<file path="src/rtl/bus_decode_pkg.sv">
// Shared types and default memory-map constants for the bus address decoder.
package bus_decode_pkg;

  typedef enum logic [1:0] {StIdle, StWait, StDone} state_e;

  typedef logic [3:0] ws_t;

  localparam int unsigned DefAddrW = 13;
  localparam int unsigned DefNreg  = 2;

  // Region 0 is RAM, region 1 is ROM.
  localparam logic [12:0] RamBase = 13'h0000;
  localparam logic [12:0] RamLast = 13'h17FF;
  localparam ws_t         RamWs   = 4'd1;
  localparam logic [12:0] RomBase = 13'h1800;
  localparam logic [12:0] RomLast = 13'h1FFF;
  localparam ws_t         RomWs   = 4'd0;

endpackage

</file>
<file path="src/rtl/bus_decode_if.sv">
// Request/response signal bundle between a bus requester and bus_decode.
interface bus_decode_if #(
  parameter int unsigned ADDR_W = 13,
  parameter int unsigned NREG   = 2
);
  logic              req;
  logic              we;
  logic [ADDR_W-1:0] addr;
  logic [NREG-1:0]   sel;
  logic              ack;
  logic              err;
  logic              busy;

  modport master (output req, we, addr, input sel, ack, err, busy);
  modport slave  (input req, we, addr, output sel, ack, err, busy);
endinterface

</file>
<file path="src/rtl/bus_region_match.sv">
// Combinational address range match with lowest-index priority over overlapping regions.
module bus_region_match #(
  parameter int unsigned           ADDR_W   = 13,
  parameter int unsigned           NREG     = 2,
  parameter logic [NREG*ADDR_W-1:0] REG_BASE = '0,
  parameter logic [NREG*ADDR_W-1:0] REG_LAST = '0
) (
  input  logic [ADDR_W-1:0] addr_i,
  output logic [NREG-1:0]   hit_o,
  output logic              any_o
);

  // Walk from the highest index down so the lowest matching region overwrites the rest.
  always_comb begin
    hit_o = '0;
    for (int i = NREG - 1; i >= 0; i--) begin
      if (addr_i >= REG_BASE[i*ADDR_W +: ADDR_W] && addr_i <= REG_LAST[i*ADDR_W +: ADDR_W]) begin
        hit_o    = '0;
        hit_o[i] = 1'b1;
      end
    end
  end

  assign any_o = |hit_o;

endmodule

</file>
<file path="src/rtl/bus_decode.sv">
// Bus address decoder: region select, per-region wait states and ack/err pulses.
// Define BUS_DECODE_WP_EN to make writes to region 0 complete as protection errors.
module bus_decode
  import bus_decode_pkg::*;
#(
  parameter int unsigned            ADDR_W   = DefAddrW,
  parameter int unsigned            NREG     = DefNreg,
  parameter logic [NREG*ADDR_W-1:0] REG_BASE = {RomBase, RamBase},
  parameter logic [NREG*ADDR_W-1:0] REG_LAST = {RomLast, RamLast},
  parameter logic [NREG*4-1:0]      REG_WS   = {RomWs, RamWs}
) (
  input logic        clk,
  input logic        rst,
  bus_decode_if.slave bus
);

  state_e          state_q, state_d;
  ws_t             cnt_q, cnt_d;
  logic [NREG-1:0] sel_q, sel_d;
  logic            err_q, err_d;

  logic [NREG-1:0] hit;
  logic            any_hit;
  ws_t             hit_ws;
  logic            wp_viol;

  bus_region_match #(
    .ADDR_W   (ADDR_W),
    .NREG     (NREG),
    .REG_BASE (REG_BASE),
    .REG_LAST (REG_LAST)
  ) u_match (
    .addr_i (bus.addr),
    .hit_o  (hit),
    .any_o  (any_hit)
  );

  always_comb begin
    hit_ws = '0;
    for (int i = 0; i < NREG; i++) begin
      if (hit[i]) hit_ws = hit_ws | REG_WS[i*4 +: 4];
    end
  end

`ifdef BUS_DECODE_WP_EN
  assign wp_viol = bus.we & hit[0];
`else
  assign wp_viol = 1'b0;
`endif

  always_ff @(posedge clk or posedge rst) begin
    if (rst) begin
      state_q <= StIdle;
      cnt_q   <= '0;
      sel_q   <= '0;
      err_q   <= 1'b0;
    end else begin
      state_q <= state_d;
      cnt_q   <= cnt_d;
      sel_q   <= sel_d;
      err_q   <= err_d;
    end
  end

  // Decode happens only at acceptance; later addr/we changes cannot disturb the access.
  always_comb begin
    state_d = state_q;
    cnt_d   = cnt_q;
    sel_d   = sel_q;
    err_d   = err_q;
    unique case (state_q)
      StIdle: begin
        if (bus.req) begin
          if (!any_hit || wp_viol) begin
            state_d = StDone;
            sel_d   = '0;
            err_d   = 1'b1;
            cnt_d   = '0;
          end else begin
            state_d = StWait;
            sel_d   = hit;
            err_d   = 1'b0;
            cnt_d   = hit_ws;
          end
        end
      end
      StWait: begin
        if (cnt_q == '0) state_d = StDone;
        else             cnt_d   = cnt_q - ws_t'(1);
      end
      StDone: begin
        state_d = StIdle;
        sel_d   = '0;
        err_d   = 1'b0;
        cnt_d   = '0;
      end
      default: state_d = StIdle;
    endcase
  end

  always_comb begin
    bus.sel  = sel_q;
    bus.ack  = (state_q == StDone);
    bus.err  = err_q & (state_q == StDone);
    bus.busy = (state_q != StIdle);
  end

endmodule

</file>
<file path="src/flat_wrapper.sv">
// flat-port wrapper written by rule: the top's interface ports become plain ports
module bus_decode_flat import bus_decode_pkg::*;
#(
  parameter int unsigned            ADDR_W   = DefAddrW,
  parameter int unsigned            NREG     = DefNreg,
  parameter logic [NREG*ADDR_W-1:0] REG_BASE = {RomBase, RamBase},
  parameter logic [NREG*ADDR_W-1:0] REG_LAST = {RomLast, RamLast},
  parameter logic [NREG*4-1:0]      REG_WS   = {RomWs, RamWs}
)
  (clk, rst, bus_req, bus_we, bus_addr, bus_sel, bus_ack, bus_err, bus_busy);
  bus_decode_if #(.ADDR_W(ADDR_W), .NREG(NREG)) bus_i ();
  input logic clk;
  input logic rst;
  input wire logic [$bits(bus_i.req)-1:0] bus_req;
  input wire logic [$bits(bus_i.we)-1:0] bus_we;
  input wire logic [$bits(bus_i.addr)-1:0] bus_addr;
  output wire logic [$bits(bus_i.sel)-1:0] bus_sel;
  output wire logic [$bits(bus_i.ack)-1:0] bus_ack;
  output wire logic [$bits(bus_i.err)-1:0] bus_err;
  output wire logic [$bits(bus_i.busy)-1:0] bus_busy;
  assign bus_i.req = bus_req;
  assign bus_i.we = bus_we;
  assign bus_i.addr = bus_addr;
  assign bus_sel = bus_i.sel;
  assign bus_ack = bus_i.ack;
  assign bus_err = bus_i.err;
  assign bus_busy = bus_i.busy;
  bus_decode #(.ADDR_W(ADDR_W), .NREG(NREG), .REG_BASE(REG_BASE), .REG_LAST(REG_LAST), .REG_WS(REG_WS)) u_core (.clk(clk), .rst(rst), .bus(bus_i));
endmodule
</file>
<file path="config.mk">
export PLATFORM = sky130hd
export DESIGN_NAME = bus_decode_flat
export DESIGN_NICKNAME = d
export VERILOG_FILES = /design/src/rtl/bus_decode_pkg.sv /design/src/rtl/bus_decode_if.sv /design/src/rtl/bus_region_match.sv /design/src/rtl/bus_decode.sv /design/src/flat_wrapper.sv
export SDC_FILE = /design/constraint.sdc
export NUM_CORES = 1
export LEC_CHECK = 0
export BUFFER_PORTS_ARGS = -buffer_cell sky130_fd_sc_hd__buf_4
export CAP_MARGIN = 10
export CELL_PAD_IN_SITES_DETAIL_PLACEMENT = 1
export CELL_PAD_IN_SITES_GLOBAL_PLACEMENT = 2
export CORE_ASPECT_RATIO = 0.8
export CORE_MARGIN = 2
export CORE_UTILIZATION = 29
export DETAILED_ROUTE_END_ITERATION = 10
export HOLD_SLACK_MARGIN = 0.08
export PLACE_DENSITY_LB_ADDON = 0.1
export SLEW_MARGIN = 20
export SYNTH_ARGS = -nofsm -noshare
export SYNTH_HDL_FRONTEND = slang
export SYNTH_HIERARCHICAL = 1
export SYNTH_SLANG_ARGS = --single-unit
</file>
<file path="constraint.sdc">
create_clock -name clk -period 3.92 [get_ports clk]
set_input_delay 1.176 -clock clk [delete_from_list [all_inputs] [get_ports clk]]
set_output_delay 1.176 -clock clk [all_outputs]
set_load 0.03 [all_outputs]
</file>
* Yosys cells after proc, flatten, opt, wreduce, memory -nomap -nowiden
Cells that the tools add are included.
** Cells by class
- $add $sub $neg :: 1
- Order comparisons :: 4
- Equality and inequality tests :: 5
- Muxes and demuxes :: 17
- Bitwise logic cells :: 1
- Reductions and logical operators :: 11
** Operators with widths (number)
- 13-bit less-or-equal comparator, second input constant :: 2
- 2-bit 2-to-1 mux :: 7
- 13-bit by 1-bit >= comparator with 1-bit output, second input constant :: 1
- 13-bit >= comparator, second input constant :: 1
- 4-bit 2-to-1 mux :: 3
- 4-bit one-hot mux with 3 select lines :: 1
- 2-bit one-hot mux with 2 select lines :: 2
- 4-bit logical NOT :: 1
- 2-bit != test, second input constant :: 2
- 2-bit AND reduction :: 2
- 2-bit nonzero test :: 2
- 4-bit by 1-bit subtractor with 4-bit output, second input constant :: 1
- 1-bit 2-to-1 mux :: 3
- 3-bit AND reduction :: 1
- 3-bit nonzero test :: 1
- 2-bit by 1-bit equality test with 1-bit output, second input constant :: 1
- 2-bit equality test, second input constant :: 1
- 1-bit logical AND :: 2
- 2-bit logical NOT :: 1
- 2-bit by 1-bit != test with 1-bit output, second input constant :: 1
- 1-bit one-hot mux with 2 select lines :: 1
- 2-bit OR reduction :: 1
- 1-bit bitwise AND :: 1
** Storage, ports and cells
- Flip-flop bits (word level) :: 9
- Bits of input ports :: 17
- Output and inout port bits :: 5
- Word-level logic and storage cells :: 43

* Longest topological paths before layout
Gate-level depths: netlist (run 1).
- Depth after elaboration :: 8
- Depth in mapped cells :: 5
- Mapped depth without buffers :: 5

* Hierarchy
Netlist (run 1), hierarchy kept.
** Modules (own cells, without submodules)
- bus_decode :: instances 1, cells each 60, area an instance 591.8 um^2, sequential area each 225.2 um^2
- bus_region_match :: instances 1, cells each 4, area an instance 21.3 um^2, sequential area each 0.0 um^2

* Worst setup path after synthesis (run 1)
Ideal clock, no wire load.
- Path kind :: register -> output
- Start point :: reg u_core.state_q[0]
- End point :: out bus_err
- Arrival :: 1.194 ns
- Required time :: 2.744 ns
- Path slack :: 1.550 ns
- Cell stages (with the launch flop) :: 4
- Path buffers :: 0
- Cells stage by stage :: dfrtp_1 inv_1 ha_1 and2_1
** On the way
- Longest elaborated chain between the ends :: 2
** RTL lines
- from (decl) :: RTL line bus_decode.sv:17 : state_e state_q, state_d;
- from (signal assigned) :: RTL line bus_decode.sv:53 : state_q <= StIdle;
- from (signal assigned) :: RTL line bus_decode.sv:58 : state_q <= state_d;
- 2-bit equality test
- named net bus_ack :: RTL line flat_wrapper.sv:18 : output wire logic [$bits(bus_i.ack)-1:0] bus_ack;
- 1-bit bitwise AND :: RTL line bus_decode.sv:104 : bus.err = err_q & (state_q == StDone);
- to (decl) :: RTL line flat_wrapper.sv:19 : output wire logic [$bits(bus_i.err)-1:0] bus_err;
The timed path passes the listed nets, and every way through them passes these cells.

* Worst setup path after layout (run 1)
- Start point :: reg u_core.state_q[0]
- End point :: out bus_busy
** On the way
- Longest elaborated chain between the ends :: 1
** RTL lines
- 2-bit nonzero test :: RTL line bus_decode.sv:105 : bus.busy = (state_q != StIdle);
- to (decl) :: RTL line flat_wrapper.sv:20 : output wire logic [$bits(bus_i.busy)-1:0] bus_busy;
No other way between the ends.

==> results of run 1 <==
==> area by class of cell <==
type	count	area [um2]
repair buffers	9	67.56
fillers	231	1215
clock buffers	4	26.28
well taps	24	30.03
inverters	7	26.28
multi-input cells	47	354.1
flip-flops and latches	9	225.2
==> layer usage <==
| layer | up-vias | part of all wire, % |
|---|---|---|
| li1 | 253 | - |
| met1 | 243 | 53 |
| met2 | 9 | 42 |
| met3 | 2 | 3.8 |
| met4 | 0 | 0.90 |
| met5 | - | 0 |
==> cell usage after synthesis (all sizes together) <==
cell type  number  area, um2
dfrtp           9      225.2
nand2           9      33.78
inv             7      26.28
ha              6      75.07
o21ai           5      25.02
or3             4      30.03
a21oi           2      10.01
and2            2      12.51
nand3b          2      15.01
nand4b          2      17.52
o211ai          2      20.02
o32ai           2      25.03
buf             1      7.510
conb            1      3.750
mux2i           1      10.01
nand4           1      6.260
nor2            1      3.750
nor2b           1      13.76
nor3            1      5.000
nor3b           1      12.51
nor4bb          1      10.01
o22ai           1      6.260
o311ai          1      8.760
o32a            1      10.01
==> worst max-delay path, stage by stage, from the launching register on <==
cell,delay (ns)
dfrtp_1,0.43
inv_1,0.13
ha_1,0.26
inv_1,0.10
buf_4,0.18
==> cell families after synthesis <==
family          Yosys count  share of synthesized area [%]
compound gates           14                          17.14
fa+ha+maj                 6                          12.24
buf+inv                   8                          5.511
flops                     9                          36.74
mux                       1                          1.633
other cells               1                         0.6117
simple gates             25                          26.12
==> layout by cell type (no fill, tap or decap), types with 2 or more instances in the layout <==
cell / netlist / routed
a21oi_1: 2 / 2
nand3b_1: 2 / 2
clkbuf_4: 0 / 3
buf_4: 1 / 9
and2_1: 2 / 2
inv_1: 7 / 7
ha_1: 6 / 6
or3_1: 3 / 3
nand2_1: 9 / 9
dfrtp_1: 9 / 9
nand4b_1: 2 / 2
o21ai_0: 5 / 5
==> sequential cells by signal, indices dropped and copies added, names as in the netlist <==
signal / count
u_core/state_q: 2
u_core/err_q: 1
u_core/bus.sel: 2
u_core/cnt_q: 4
==> stage by stage <==
step	total power, mW	hold WS (ns)
6_report	0.4891	0.4847
5_1_grt	0.5386	0.5332
4_1_cts	0.5001	0.4921
3_5_place_dp	0.4230	0.4768
3_3_place_gp	0.4160	0.4670
2_1_floorplan	0.3381	0.4418
==> power groups by stage <==
stage               combinational [mW]  sequential, mW  clock, mW
detailed placement               0.281           0.142          0
CTS                              0.282           0.140     0.0779
floorplan                        0.190           0.148          0
global placement                 0.277           0.139          0
finish                           0.278           0.139     0.0720
global route                     0.312           0.143     0.0832
==> how the worst max path moves through the flow <==
stage                    end         startpoint  cells past startpoint  slack (ns)
floorplan            bus_err  u_core/state_q[0]                      3        1.55
global placement    bus_busy  u_core/state_q[0]                      4        1.66
detailed placement   bus_err  u_core/state_q[0]                      4        1.66
CTS                  bus_err  u_core/state_q[0]                      4        1.37
global route         bus_err  u_core/state_q[0]                      4        1.31
finish              bus_busy  u_core/state_q[0]                      4        1.39
==> metrics, run 1 <==
dpl cells=96; met3 Track Usage GR=5.158%; global-route wire length before repair=2.566 mm; htree depth=1; die height=45.13 um; GRT Util Overall=13.96%; R2R depth=5; Clock Skew=0.001237 ns; worst slack, placed=1.663 ns; Sw Share=44.88%; library cells used by synthesis=27; final instance area=729.5 um2; clk sinks=9; Static Leak=approximately 0.33 nW; Int Pwr=0.2696 mW; Hold Fails Final Rpt=0; max-cap violation count=0; CTS root buf=clkbuf_4; largest net degree at the start of global routing=10; slack of the critical path=1.389 ns; DR WL/cell=14.43 um; worst r2r dst=u_core/cnt_q[1]; Worst R2R Start=u_core/state_q[0]; fraction of final layout cells sized beyond drive strength 1=22.37%; number of global-route vias before repair=510; drt pass-1 iters=3; RSZ-0062 raised after global routing=false; Net Switching=between 0.2 and 0.25 mW; Seq/Total Area, Yosys=between 30% and 40%; crit-path max FO=5; area added between synthesis and finish=18.98%; crit path launch type=register; Yosys warning total=6; M2 GR Usage=20.24%; first-iteration detailed-routing DRC count=9; CTS Buffer Depth=2; WP data required=2.74 ns; grt met1 use=between 10% and 20%; antenna cells=0; vias post-DR=507; fin crit share=between 60% and 70%; VDD IR-drop max=between 150 and 200 uV; final core utilization=37.52%; Sequential Power Share=28.5%; Cells after Synth=64; outcome=completed; WP data arrival=1.36 ns; routed wire length=1.443 mm; Clk pwr share=14.7%; post-layout min period=between 2 and 3 ns; PostCTS Resize Cnt=0; clk_lat worst skew=0.26 ns; Fmax=0.3950 GHz; mapped cell area=613.1 um2; hold_buf cts=0; critical path type=reg -> out; r2r setup slk=2.24 ns; postcts setup bufs=0; syn nets=87; post-route insts no fill=100; Die Area=approximately 2500 um2; Num CTS Buffers=3; Hold Path Class=reg -> reg; Pins Over Slew Limit=0; Setup TNS=0 ns; Vias/cell=between 5 and 6; post-route antenna net violation count=0; Avg Cell Area, Syn=9.580 um2; initial antenna violation count=0; Rows=14; Congestion Overflow GR=0; Hold EP=u_core/bus.sel[0]; Port Buf Inserts=9; Initial Util=between 30% and 40%; io pins=22; DP Area=703.2 um2; WHS Path Cells=2; Chip Width=55.41 um; Clock Pin Slew Worst Setup and Hold Paths=about 0.06 ns; CTS tree=yes; gpl congestion=0.7329; grt peak-use layer=met2; Setup crit end kind=output pin; combinational share of power=56.8%; PD cells=roughly 670 nW/um2; HPWL Detailed=1.134 mm; Setup violations, final=0; Core ar.=around 1900 um2; Seq cells post-synth=9; # DRC=0; hold wc startpoint=u_core/bus.sel[0]; NumNets Final=100
Power figures use the tool's default switching activity.
==> run 2: changes to the inputs <==
--- a/config.mk
+++ b/config.mk
@@ -11,7 +11,7 @@
 export CELL_PAD_IN_SITES_GLOBAL_PLACEMENT = 2
 export CORE_ASPECT_RATIO = 0.8
 export CORE_MARGIN = 2
-export CORE_UTILIZATION = 29
+export CORE_UTILIZATION = 25
 export DETAILED_ROUTE_END_ITERATION = 10
 export HOLD_SLACK_MARGIN = 0.08
 export PLACE_DENSITY_LB_ADDON = 0.1
==> constraint.sdc (replaced) <==
create_clock -name clk -period 2.15 [get_ports clk]
set_input_delay 0.645 -clock clk [delete_from_list [all_inputs] [get_ports clk]]
set_output_delay 0.645 -clock clk [all_outputs]
set_load 0.03 [all_outputs]
==> run 2 against run 1 <==
Compared with the run above:
- combinational power is 84% higher
- final area is 0.51% higher
- hold slack worse by 0.13 ns
- total power is 84% higher
- sequential cell count stayed put
- wire length is 3.8% higher
- register-to-register slack worse by 1.8 ns
- highest routed layer is now met3
==> metrics, run 2 (synthesized netlist as in run 1, its figures left out) <==
CP max stage delay=0.43 ns; max-cap violation count=0; DP Area=706.9 um2; global-route wire length before repair=2.214 mm; Initial Util=25.74%; io pins=22; Vias/cell=slightly below 5; CTS root buf=clkbuf_4; clk_lat worst skew=0.27 ns; Congestion Overflow GR=0; drt pass-1 iters=2; Clock Skew=about 0.0096 ns; fillcell total=between 200 and 300; PostCTS Resize Cnt=0; post-route antenna net violation count=0; PD cells=1224 nW/um2; footprint of the multi-input gates=354.1 um2; Port Buf Inserts=9; Hold Path Class=in -> async; area added between synthesis and finish=19.59%; Top reg by flops=u_core/cnt_q; Static Leak=approximately 0.33 nW; fin crit share=93.90%; Bufs and invs on worst path=3; number of global-route vias before repair=451; Clock Pin Slew Worst Setup and Hold Paths=about 0.070 ns; VDD IR-drop max=between 300 and 400 uV; largest net degree at the start of global routing=10; # DRC=0; CP dominant cell by count=inv_1; GRT Util Overall=11.14%; WP data arrival=1.37 ns; crit path launch type=register; Largest register FFs=4; hold_buf cts=0; Pins Over Slew Limit=0; crit-path max FO=5; Fmax=0.4953 GHz; Hold Fails Final Rpt=0; gpl congestion=roughly 0.65; critical path cell sequence=inv_1 -> ha_1 -> inv_1 -> buf_4; Setup violations, final=0; slowest stage cell, crit path=dfrtp_1; CTS tree=yes; critical path type=reg -> out; HPWL Detailed=1.147 mm; htree depth=1; outcome=completed; Die Area=between 2000 and 3000 um2; final instance area=733.2 um2; die height=48.30 um; Setup crit end kind=output pin; RSZ-0062 raised after global routing=false; postcts setup bufs=0; WP data required=1.50 ns; FF/Latch Area=between 200 and 250 um2; vias post-DR=501; Num CTS Buffers=3; NumNets Final=100; crit-path leading delay family=flip-flops; Hold WS=0.3594 ns; post-route insts no fill=about 100; Chip Width=59.37 um; antenna cells=0; commonest cells after routing, fill and taps aside=buf_4, nand2_1, dfrtp_1; CTS Buffer Depth=2; routed wire length=1.498 mm; Setup TNS=0 ns; first-iteration detailed-routing DRC count=9; dpl cells=99; Rows=16; post-layout min period=2.019 ns; initial antenna violation count=0; DR WL/cell=14.54 um; Core ar.=2382 um2; fraction of final layout cells sized beyond drive strength 1=22.37%; clk sinks=9
run 2: cell counts in the layout (fill, tap and decap cells not counted):
No cell type changed its count.
run 2: cell type report:
type	count	share of cell area, %
timing repair buffer	9	9.215
multi-input combinational	47	48.29
sequential	9	30.72
inverter	7	3.584
tap	27	4.608
clock buffer	4	3.584
run 2: worst register-to-register path, cell delays in order, from the launching register on:
cell     delay [ns]
dfrtp_1        0.41
inv_1          0.10
ha_1           0.28
nor2b_4        0.17
or3_4          0.40
o32ai_2        0.21
run 2: metrics by stage:
| stage | util (%) | power, mW | setup slack [ns] |
|---|---|---|---|
| final | 30.78 | 0.8978 | 0.1312 |
| after global routing | 30.78 | 0.9725 | 0.02722 |
| after CTS | 30.78 | 0.9141 | 0.1265 |
| after detailed placement | 29.67 | 0.7662 | 0.4339 |
| after global placement | 29.67 | 0.7634 | 0.4387 |
| after floorplan | - | 0.6164 | 0.3113 |
run 2: path summary, 6_finish.rpt:
check	start	to	slack, ns	depth (start not counted)
setup / recovery	u_core/state_q[0]	bus_busy	0.13	4
hold / removal	rst	u_core/cnt_q[2]	0.36	2
setup reg to reg	u_core/state_q[0]	u_core/cnt_q[1]	0.48	5
hold reg to reg	u_core/err_q	u_core/err_q	0.50	2
max in group asynchronous	rst	u_core/cnt_q[1]	1.50	2
min in group clk	u_core/err_q	u_core/err_q	0.50	2
run 2: power breakdown:
part | internal, mW | switching (mW)
logic | 0.204 | 0.307
clock network | 0.0716 | 0.0642
registers | 0.216 | 0.0347
run 2: layer usage:
layer	vias to the layer above	track usage, %	wire, um
li1	251	-	-
met2	7	14.73	658
met5	-	0	0
met1	243	16.64	774
met4	0	1.364	0
met3	0	5.040	66
